--- config.mk ---
export PLATFORM = sky130hd
export DESIGN_NAME = mem_stage_ctrl_flat
export DESIGN_NICKNAME = d
export VERILOG_FILES = /design/src/rtl/mem_stage_ctrl_pkg.sv /design/src/rtl/mem_stage_ctrl_if.sv /design/src/rtl/mem_wdog_cnt.sv /design/src/rtl/mem_stage_ctrl.sv /design/src/flat_wrapper.sv
export SDC_FILE = /design/constraint.sdc
export NUM_CORES = 1
export LEC_CHECK = 0
export CAP_MARGIN = 15
export CORE_MARGIN = 8
export CORE_UTILIZATION = 35
export CTS_CLUSTER_SIZE = 40
export DETAILED_ROUTE_END_ITERATION = 16
export PLACE_DENSITY = 0.69
export SKIP_CTS_REPAIR_TIMING = 1
export SYNTH_ARGS = -nofsm -noshare
export SYNTH_HDL_FRONTEND = slang
export SYNTH_SLANG_ARGS = --single-unit
--- constraint.sdc ---
create_clock -name clk -period 2.6 [get_ports clk]
set_input_delay 0.26 -clock clk [delete_from_list [all_inputs] [get_ports clk]]
set_output_delay 0.26 -clock clk [all_outputs]
set_load 0.01 [all_outputs]
--- src/rtl/mem_stage_ctrl_pkg.sv ---
// -----------------------------------------------------------------------------
// mem_stage_ctrl_pkg
// Shared definitions for the M-stage memory controller:
//   - DATA_W   : address/data width of the memory bus (16)
//   - WDOG_MAX : watchdog terminal count for an outstanding access (255)
//   - state_t  : controller state encoding (IDLE=1'b0, BUSY=1'b1)
//   - is_mem_req() : true when exactly one of load/store is requested
// -----------------------------------------------------------------------------
package mem_stage_ctrl_pkg;

  localparam int DATA_W = 16;
  localparam int WDOG_W = 8;
  localparam logic [WDOG_W-1:0] WDOG_MAX = 8'd255;

  typedef enum logic {
    ST_IDLE = 1'b0,
    ST_BUSY = 1'b1
  } state_t;

  // A legal memory request is a load or a store, never both at once.
  function automatic logic is_mem_req(input logic rd, input logic wr);
    return rd ^ wr;
  endfunction

endpackage

--- src/rtl/mem_stage_ctrl_if.sv ---
// -----------------------------------------------------------------------------
// mem_stage_ctrl_if
// Bus between the M-stage controller and data memory.
//   memAddr    : address to memory               (master -> slave)
//   memDataIn  : store data to memory            (master -> slave)
//   memEn      : one-cycle request strobe        (master -> slave)
//   memWr      : write qualifier                 (master -> slave)
//   memDump    : one-cycle dump strobe           (master -> slave)
//   memDataOut : read data                       (slave -> master)
//   memDone    : access complete                 (slave -> master)
//   memStall   : memory cannot accept a request  (slave -> master)
// -----------------------------------------------------------------------------
interface mem_stage_ctrl_if;
  import mem_stage_ctrl_pkg::*;

  logic [DATA_W-1:0] memAddr;
  logic [DATA_W-1:0] memDataIn;
  logic [DATA_W-1:0] memDataOut;
  logic              memEn;
  logic              memWr;
  logic              memDump;
  logic              memDone;
  logic              memStall;

  modport master (
    output memAddr, memDataIn, memEn, memWr, memDump,
    input  memDataOut, memDone, memStall
  );

  modport slave (
    input  memAddr, memDataIn, memEn, memWr, memDump,
    output memDataOut, memDone, memStall
  );

endinterface

--- src/rtl/mem_wdog_cnt.sv ---
// -----------------------------------------------------------------------------
// mem_wdog_cnt
// 8-bit watchdog for an outstanding memory access. Cleared when an access
// goes outstanding, counts once per waiting cycle, and flags terminal count.
//   clk   : system clock
//   rst   : synchronous active-high reset
//   i_clr : clear the count (takes priority over increment)
//   i_inc : advance the count by one
//   o_tc  : count has reached WDOG_MAX
// -----------------------------------------------------------------------------
module mem_wdog_cnt
  import mem_stage_ctrl_pkg::*;
(
  input  logic clk,
  input  logic rst,
  input  logic i_clr,
  input  logic i_inc,
  output logic o_tc
);

  logic [WDOG_W-1:0] r_cnt;

  // Count register: clear on new outstanding access, saturating increment.
  always_ff @(posedge clk) begin
    if (rst) begin
      r_cnt <= 8'd0;
    end else if (i_clr) begin
      r_cnt <= 8'd0;
    end else if (i_inc && (r_cnt != WDOG_MAX)) begin
      r_cnt <= r_cnt + 8'd1;
    end else begin
      r_cnt <= r_cnt;
    end
  end

  assign o_tc = (r_cnt == WDOG_MAX);

endmodule

--- src/rtl/mem_stage_ctrl.sv ---
// -----------------------------------------------------------------------------
// mem_stage_ctrl
// Memory-stage controller: issues loads/stores/dumps from the M stage to data
// memory, stalls the pipeline while an access is outstanding, and returns a
// registered completion (validW/errW/dumpW/memDataW) to writeback.
//
// Ports:
//   clk, rst     : clock, synchronous active-high reset
//   validM       : instruction present in M
//   dataAddrM    : data address          wrtDataM : store data
//   readEnM      : load request          memWrtM  : store request
//   createDumpM  : HALT dump request
//   mem          : memory bus (mem_stage_ctrl_if.master)
//   stallM       : freeze X/M and upstream stages
//   memDataW     : registered load data  validW   : completed M-stage op
//   errW         : access error          dumpW    : dump issued
//
// Build option: define MEM_ALIGN_CHECK_EN to reject loads/stores with an odd
// address (completed with errW, never issued). Without it, odd addresses are
// issued unchanged.
// -----------------------------------------------------------------------------
module mem_stage_ctrl
  import mem_stage_ctrl_pkg::*;
(
  input  logic              clk,
  input  logic              rst,
  input  logic              validM,
  input  logic [DATA_W-1:0] dataAddrM,
  input  logic [DATA_W-1:0] wrtDataM,
  input  logic              readEnM,
  input  logic              memWrtM,
  input  logic              createDumpM,
  mem_stage_ctrl_if.master  mem,
  output logic              stallM,
  output logic [DATA_W-1:0] memDataW,
  output logic              validW,
  output logic              errW,
  output logic              dumpW
);

  state_t            r_state;
  logic [DATA_W-1:0] r_addr;
  logic [DATA_W-1:0] r_data;
  logic [DATA_W-1:0] r_memDataW;
  logic              r_wr;
  logic              r_validW;
  logic              r_errW;
  logic              r_dumpW;

  logic w_idle;
  logic w_dump;
  logic w_bad_ops;
  logic w_req;
  logic w_misalign;
  logic w_req_ok;
  logic w_issue;
  logic w_wdog_clr;
  logic w_wdog_inc;
  logic w_wdog_tc;

  // Decode the M-stage instruction; a dump request masks any memory request.
  always_comb begin
    w_idle    = (r_state == ST_IDLE);
    w_dump    = validM & createDumpM;
    w_bad_ops = validM & readEnM & memWrtM & ~createDumpM;
    w_req     = validM & is_mem_req(readEnM, memWrtM) & ~createDumpM;
`ifdef MEM_ALIGN_CHECK_EN
    w_misalign = w_req & dataAddrM[0];
`else
    w_misalign = 1'b0;
`endif
    w_req_ok   = w_req & ~w_misalign;
    w_issue    = w_idle & w_req_ok & ~mem.memStall;
    // Watchdog restarts only when an issued access misses.
    w_wdog_clr = w_issue & ~mem.memDone;
    w_wdog_inc = ~w_idle;
  end

  mem_wdog_cnt u_wdog (
    .clk   (clk),
    .rst   (rst),
    .i_clr (w_wdog_clr),
    .i_inc (w_wdog_inc),
    .o_tc  (w_wdog_tc)
  );

  // Memory strobes, bus values and pipeline stall for the current cycle.
  always_comb begin
    mem.memEn     = 1'b0;
    mem.memWr     = 1'b0;
    mem.memDump   = 1'b0;
    mem.memAddr   = r_addr;
    mem.memDataIn = r_data;
    stallM        = 1'b0;
    if (rst) begin
      mem.memAddr   = 16'h0000;
      mem.memDataIn = 16'h0000;
    end else begin
      case (r_state)
        ST_IDLE: begin
          mem.memEn   = w_issue;
          mem.memWr   = w_issue & memWrtM;
          mem.memDump = w_dump;
          if (w_issue) begin
            mem.memAddr   = dataAddrM;
            mem.memDataIn = wrtDataM;
          end else begin
            mem.memAddr   = r_addr;
            mem.memDataIn = r_data;
          end
          // Stall while memory refuses the request, or when it misses.
          stallM = (w_req_ok & mem.memStall) | (w_issue & ~mem.memDone);
        end
        ST_BUSY: begin
          mem.memWr = r_wr;
          // Stall drops on completion or on the watchdog's terminal cycle.
          stallM    = ~mem.memDone & ~w_wdog_tc;
        end
        default: begin
          stallM = 1'b0;
        end
      endcase
    end
  end

  // Controller state, captured request and registered writeback outputs.
  always_ff @(posedge clk) begin
    if (rst) begin
      r_state    <= ST_IDLE;
      r_addr     <= 16'h0000;
      r_data     <= 16'h0000;
      r_wr       <= 1'b0;
      r_memDataW <= 16'h0000;
      r_validW   <= 1'b0;
      r_errW     <= 1'b0;
      r_dumpW    <= 1'b0;
    end else begin
      r_validW <= 1'b0;
      r_errW   <= 1'b0;
      r_dumpW  <= 1'b0;
      case (r_state)
        ST_IDLE: begin
          if (w_issue) begin
            r_addr <= dataAddrM;
            r_data <= wrtDataM;
            r_wr   <= memWrtM;
            if (mem.memDone) begin
              r_validW   <= 1'b1;
              r_memDataW <= memWrtM ? r_memDataW : mem.memDataOut;
            end else begin
              r_state <= ST_BUSY;
            end
          end else if (validM && !(w_req_ok && mem.memStall)) begin
            // Dump, no-op, conflicting or misaligned op: complete without access.
            r_validW <= 1'b1;
            r_errW   <= w_bad_ops | w_misalign;
            r_dumpW  <= w_dump;
          end else begin
            r_state <= ST_IDLE;
          end
        end
        ST_BUSY: begin
          if (mem.memDone) begin
            r_state    <= ST_IDLE;
            r_validW   <= 1'b1;
            r_memDataW <= r_wr ? r_memDataW : mem.memDataOut;
          end else if (w_wdog_tc) begin
            r_state  <= ST_IDLE;
            r_validW <= 1'b1;
            r_errW   <= 1'b1;
          end else begin
            r_state <= ST_BUSY;
          end
        end
        default: begin
          r_state <= ST_IDLE;
        end
      endcase
    end
  end

  assign memDataW = r_memDataW;
  assign validW   = r_validW;
  assign errW     = r_errW;
  assign dumpW    = r_dumpW;

endmodule

--- src/flat_wrapper.sv ---
// flat-port wrapper written by rule: the top's interface ports become plain ports
module mem_stage_ctrl_flat import mem_stage_ctrl_pkg::*;
  (clk, rst, validM, dataAddrM, wrtDataM, readEnM, memWrtM, createDumpM, stallM, memDataW, validW, errW, dumpW, mem_memAddr, mem_memDataIn, mem_memEn, mem_memWr, mem_memDump, mem_memDataOut, mem_memDone, mem_memStall);
  mem_stage_ctrl_if mem_i ();
  input  logic clk;
  input  logic rst;
  input  logic validM;
  input  logic [DATA_W-1:0] dataAddrM;
  input  logic [DATA_W-1:0] wrtDataM;
  input  logic readEnM;
  input  logic memWrtM;
  input  logic createDumpM;
  output logic stallM;
  output logic [DATA_W-1:0] memDataW;
  output logic validW;
  output logic errW;
  output logic dumpW;
  output wire logic [$bits(mem_i.memAddr)-1:0] mem_memAddr;
  output wire logic [$bits(mem_i.memDataIn)-1:0] mem_memDataIn;
  output wire logic [$bits(mem_i.memEn)-1:0] mem_memEn;
  output wire logic [$bits(mem_i.memWr)-1:0] mem_memWr;
  output wire logic [$bits(mem_i.memDump)-1:0] mem_memDump;
  input wire logic [$bits(mem_i.memDataOut)-1:0] mem_memDataOut;
  input wire logic [$bits(mem_i.memDone)-1:0] mem_memDone;
  input wire logic [$bits(mem_i.memStall)-1:0] mem_memStall;
  assign mem_memAddr = mem_i.memAddr;
  assign mem_memDataIn = mem_i.memDataIn;
  assign mem_memEn = mem_i.memEn;
  assign mem_memWr = mem_i.memWr;
  assign mem_memDump = mem_i.memDump;
  assign mem_i.memDataOut = mem_memDataOut;
  assign mem_i.memDone = mem_memDone;
  assign mem_i.memStall = mem_memStall;
  mem_stage_ctrl u_core (.clk(clk), .rst(rst), .validM(validM), .dataAddrM(dataAddrM), .wrtDataM(wrtDataM), .readEnM(readEnM), .memWrtM(memWrtM), .createDumpM(createDumpM), .mem(mem_i), .stallM(stallM), .memDataW(memDataW), .validW(validW), .errW(errW), .dumpW(dumpW));
endmodule
==> results.md, run 1 <==
* Largest family of logic cells by synthesized area: simple AND/OR/NAND/NOR gates
* Die Width at 100 um
* Period minus WS final at 2.53 ns
* Area leader, netlist: dfxtp_1
* Starting Density at 0.362
* Final setup fails at 0
* Yosys top cell area share at 0.493
* Fillers at 600
* Core outline area at about 6800 sq um
* Final-report hold violation count at 0
* Synth Area in Simple Gates at 0.259
* # port buffers at 110
* Slew @ Worst Pin at approximately 0.43 ns
* Hold Crit Depth at 2
* Status: completed
* Startpoint Class: input port
* Vias in the first global route at approximately 2300
* Top cells by area, synth: dfxtp_1, nand2_1, nand2b_1, a21oi_1, mux2i_1
* Gpl congestion at approximately 0.8
* CTS clk-pin slew, worst paths at roughly 0.07 ns
* Async SR Flop Fraction at 0
* Row cnt at 30
* Critical Path Fanout Max at 10
* Total grt overflow at 0
* Worst path required time at 2.34 ns
* Skew-Pair Late Insertion Delay at 0.33 ns
* Cells after Synth at 284
* P&R area growth vs syn at 64.4%
* Placed instance area at ~3700 sq um
* Synthesized area per cell at between 8 and 9 sq um
* Mux share of post-synthesis cell area at 0.0687
* Seq cells post-synth at approximately 60
* Initial drt markers at 54
* Ys Warns at 0
* Max VDD drop at 368 uV
* 1st-pass router iterations at 4
* DP Wirelength at ~5.1 mm
* Die Ht at roughly 100 um
* CTS buffer count at 9
* Post-synthesis adder-cell area fraction at 0.00505
* Crit path capture type: output pin
* Max Fclk at between 0.3 and 0.4 GHz
* Clock skew at 0.00709 ns
* RSZ-0062 raised after global routing: false
* Global-route wire length before repair at 11.3 mm
* Hold WS at 0.372 ns
* Max Transition Viols Final at 0
* Synth cell types at 33
* Post-Syn Nets at 341
* Post-synth top cells: nand2_1, dfxtp_1, a21oi_1
* Final WL at approximately 7.3 mm
* TritonCTS clock tree: built
* Final Cycle Share at 0.973
* Largest net degree at the start of global routing at 35
* Max Buffers Root-to-Sink at 2
* WS Path Type: in -> out
* Share of the yosys chip area belonging to registers at 0.493
* Leak pwr at between 1.5 and 2 nW
* Post-synthesis cell area at 2480 sq um
* Per-cell routed wire length at about 15 um
* HP Class: in -> reg
* H-tree levels at 3
* Gr usage total at 0.139
* Layout cells sized above 1 at 0.0840
* Ys flop type: dfxtp_1
* Cell area after layout at a little over 4000 sq um
* Post-synthesis compound-gate area fraction at 0.120
* Most common cell in the netlist: nand2_1
* Num ports at 111
* DRC viols at 0
* Power Dens Cells at 526 nW/um^2
* Clock root cell: clkbuf_8
* Rel. slew slack at 0.709
* DR vias at 2300
* Max Cap Viol at 0
* Die area at about 10000 sq um
* Number of synthesized flops with an enable pin at 0
* CTS sink count at 61
* Antenna-violating nets left at 0
* XOR/XNOR Fraction of Synth Area at 0.0141
* Number of vias per cell at ~4.6
* Initial antenna violation count at 1
* Arrival @ worst endpoint at ~2.3 ns
* Nets at 457
* Worst Reg2Reg Path Length in Cells at 5
-- layout make-up --
| cell class | instances | area (sq um) | area share |
|---|---|---|---|
| multi-input cells | 203 | 1180 | 0.289 |
| repair buffers | 122 | 1310 | 0.323 |
| well taps | 96 | 120 | 0.0295 |
| inverters | 3 | 11.3 | 0.00277 |
| flip-flops and latches | 61 | 1220 | 0.300 |
| diodes | 1 | 2.50 | 0.000615 |
| clock buffers | 12 | 155 | 0.0381 |
| clock inverters | 4 | 70.1 | 0.0172 |
-- final timing paths --
check	endpoint	startpoint	slack, ns
min	u_core.validW	rst	0.37
min reg2reg	u_core.r_addr[5]	u_core.r_addr[5]	0.46
max	mem_memDataIn[1]	readEnM	0.07
max reg2reg	u_core.u_wdog.r_cnt[1]	u_core.u_wdog.r_cnt[0]	0.88
-- metrics by stage --
| stage | util | std cells | setup WS (ns) | power (mW) | TNS [ns] |
|---|---|---|---|---|---|
| 3_5_place_dp | 0.545 | 482 | 0.00278 | 1.21 | 0 |
| 2_1_floorplan | - | 284 | 0.919 | 1.06 | 0 |
| 5_1_grt | 0.596 | 502 | 0.000284 | 2.23 | 0 |
| 6_report | 0.596 | 502 | 0.0695 | 2.14 | 0 |
| 3_3_place_gp | 0.545 | 482 | 0.0331 | 1.21 | 0 |
| 4_1_cts | 0.577 | 498 | -0.00325 | 2.15 | -0.00416 |
-- layer usage --
metal  share of wire  track usage  up-vias
met5               0            0        -
met1            0.44        0.169     1042
met3           0.081       0.0581        5
met4          0.0089       0.0465        0
li1                -            -     1177
met2            0.47        0.215       76
-- sequential cells by signal (all words and copies together), names as in the netlist --
| register | cells |
|---|---|
| u_core.dumpW | 1 |
| u_core.errW | 1 |
| u_core.memDataW | 16 |
| u_core.r_addr | 16 |
| u_core.r_data | 16 |
| u_core.r_state | 1 |
| u_core.r_wr | 1 |
| u_core.u_wdog.r_cnt | 8 |
| u_core.validW | 1 |
-- worst max-delay path: stages --
cell	delay, ns
clkdlybuf4s50_1	0.46
xnor2_2	0.20
or4_4	0.52
buf_4	0.19
nand2_1	0.07
a21oi_1	0.07
clkdlybuf4s50_1	0.50
-- power breakdown --
part           internal (mW)  total [mW]  leakage, nW  switching (mW)
logic                  0.143       0.236         1.30          0.0923
registers              0.952       0.958        0.493         0.00574
clock network          0.590       0.948        0.116           0.358
-- cells in the final DEF, fill, tap and decap left out, types with 4 or more instances in the layout --
master / Yosys / routed
dlymetal6s2s_1: 0 / 29
nor2_1: 9 / 9
nand2b_1: 35 / 35
mux2i_1: 17 / 17
dfxtp_1: 61 / 61
nand2_1: 68 / 68
a21oi_1: 36 / 36
buf_4: 0 / 8
a211oi_1: 4 / 4
clkbuf_8: 0 / 11
clkdlybuf4s50_1: 0 / 80
-- kinds of logic after synthesis --
kind of cell	count (synthesis)
and+or+nand+nor	130
DFF	61
AOI/OAI and AO/OA	51
buffers and inverters	20
muxes	17
xor gates and xnor gates	4
adders and majority gates	1
Note: power is estimated with default switching activity, not from simulation.
==> run 2, diff against run 1 <==
CORE_UTILIZATION = 45   (was 35)
CTS_CLUSTER_SIZE = 20   (was 40)
PLACE_DENSITY = 0.86   (was 0.69)
==> run 2 against run 1 <==
Net effect: combinational power is essentially flat; sequential share of layout area grew 0.55 points; clock power shrank 3.7%; non-clock buffer count shrank 3; maximum frequency shrank 0.14%; wire length grew 0.12%; count of clock-buffer cells in the layout shrank 2; clock skew is essentially flat; critical path type unchanged; critical path depth is the same; cell count shrank 5.8%; via count grew 0.96%; flip-flop and latch count is the same.
==> results.md, run 2 (synthesized netlist as in run 1, its figures left out) <==
* Final setup fails at 0
* Critical Path Fanout Max at 11
* End of the worst register-to-register path: u_core.u_wdog.r_cnt[1]
* Final-report hold violation count at 0
* Max Fclk at between 0.3 and 0.4 GHz
* Finished Layout Cells at between 400 and 500
* Dpl ws at -0.0469 ns
* Number of vias per cell at ~4.9
* Arrival @ worst endpoint at roughly 2.3 ns
* Max Buffers Root-to-Sink at 2
* Layout cells sized above 1 at 0.0798
* Leak pwr at 1.87 nW
* Clock root cell: clkbuf_8
* Most frequent cells in the layout: clkdlybuf4s50_1, nand2_1, dfxtp_1
* Per-cell routed wire length at ~15 um
* Clock skew at about 0.0076 ns
* Final WS setup at 0.0660 ns
* Initial drt markers at 92
* Hold wc startpoint: rst
* Skew-Pair Late Insertion Delay at roughly 0.33 ns
* Status: completed
* Slowest-stage cell, CP: or4_4
* CTS clk-pin slew, worst paths at about 0.070 ns
* Nets at 454
* Start of the worst register-to-register path: u_core.u_wdog.r_cnt[0]
* DP Wirelength at 5.18 mm
* Hold WS at about 0.34 ns
* Power Dens Cells at between 500 and 600 nW/um^2
* Period minus WS final at approximately 2.5 ns
* Die area at 8130 sq um
* CTS buffer count at 9
* Largest stage delay, worst path at 0.52 ns
* DRC viols at 0
* Num ports at 111
* Leading cell type in the layout, fill and taps excluded: clkdlybuf4s50_1
* WS Path Type: in -> out
* Crit path capture type: output pin
* Total Power at roughly 2.1 mW
* Hold Crit Depth at 2
* 1st-pass router iterations at 4
* Final WL at 7.29 mm
* Die Ht at approximately 90 um
* Gpl congestion at just under 0.8
* Crit-path cells: clkdlybuf4s50_1, xnor2_2, or4_4, buf_4, nand2_1, a21oi_1, clkdlybuf4s50_1
* Worst Reg2Reg Path Length in Cells at 5
* Initial antenna violation count at 0
* Max Cap Viol at 0
* Total grt overflow at 0
* Placed instance area at approximately 3700 sq um
* Dpl cells at between 400 and 500
* Worst hold endpoint: u_core.validW
* HP Class: in -> reg
* Antenna-violating nets left at 0
* Slew @ Worst Pin at 0.586 ns
* Cell area after layout at ~4000 sq um
* Max Transition Viols Final at 0
* Max VDD drop at between 400 and 500 uV
* Rel. slew slack at 0.606
* P&R area growth vs syn at 61.4%
* Diode count at 0
* Largest net degree at the start of global routing at 39
* Final Cycle Share at 0.975
* Row cnt at 27
* Vias in the first global route at ~2400
* Core outline area at 5410 sq um
* Gr usage total at 0.175
* Worst path required time at 2.34 ns
* CTS sink count at 61
* DR vias at around 2300
* Most used cell, CP: clkdlybuf4s50_1
* # port buffers at 110
* TritonCTS clock tree: built
* Reg2reg setup slack at 0.76 ns
* H-tree levels at 3
* Fillers at about 400
* Starting Density at 0.458
* Startpoint Class: input port
* Global-route wire length before repair at 11.6 mm
* Die Width at roughly 90 um
## run 2: worst max-delay path: cells and delay by family
kind                   cells  cell delay [ns]
AND/OR/NAND/NOR            2             0.59
XOR/XNOR                   1             0.20
buffers and inverters      3             1.14
AO/OA/AOI/OAI              1             0.07
## run 2: metrics by stage
step / util / setup TNS (ns)
floorplan: - / 0
global placement: 0.683 / 0
detailed placement: 0.683 / -0.300
CTS: 0.722 / -1.83
global route: 0.740 / -0.00290
finish: 0.740 / 0
## run 2: layout make-up
| class | count | area [sq um] | area share |
|---|---|---|---|
| well taps | 72 | 90.1 | 0.0225 |
| flip-flops and latches | 61 | 1220 | 0.305 |
| clock inverters | 5 | 75.1 | 0.0188 |
| multi-input cells | 203 | 1180 | 0.295 |
| inverters | 3 | 11.3 | 0.00282 |
| repair buffers | 119 | 1280 | 0.321 |
| clock buffers | 10 | 138 | 0.0344 |
## run 2: power breakdown
group	switching, mW	internal (mW)	total [mW]	leakage [nW]
Combinational	0.0942	0.142	0.236	1.27
Sequential	0.00583	0.952	0.958	0.493
Clock	0.357	0.556	0.913	0.112
## run 2: layer usage
| metal | part of all wire | up-vias | GRT usage |
|---|---|---|---|
| met4 | 0.015 | 0 | 0.0846 |
| li1 | - | 1173 | - |
| met5 | 0 | - | 0 |
| met3 | 0.073 | 8 | 0.0590 |
| met2 | 0.49 | 83 | 0.298 |
| met1 | 0.42 | 1058 | 0.192 |
## run 2: how the worst max path moves through the flow
stage / from / end / slack (ns) / depth (start not counted)
floorplan: u_core.r_state / u_core.memDataW[10] / 0.92 / 5
finish: readEnM / mem_memAddr[8] / 0.07 / 7
CTS: memWrtM / mem_memAddr[6] / -0.14 / 7
detailed placement: memWrtM / mem_memDataIn[3] / -0.05 / 7
global route: readEnM / mem_memAddr[8] / -0.003 / 7
global placement: readEnM / mem_memAddr[4] / 0.02 / 7
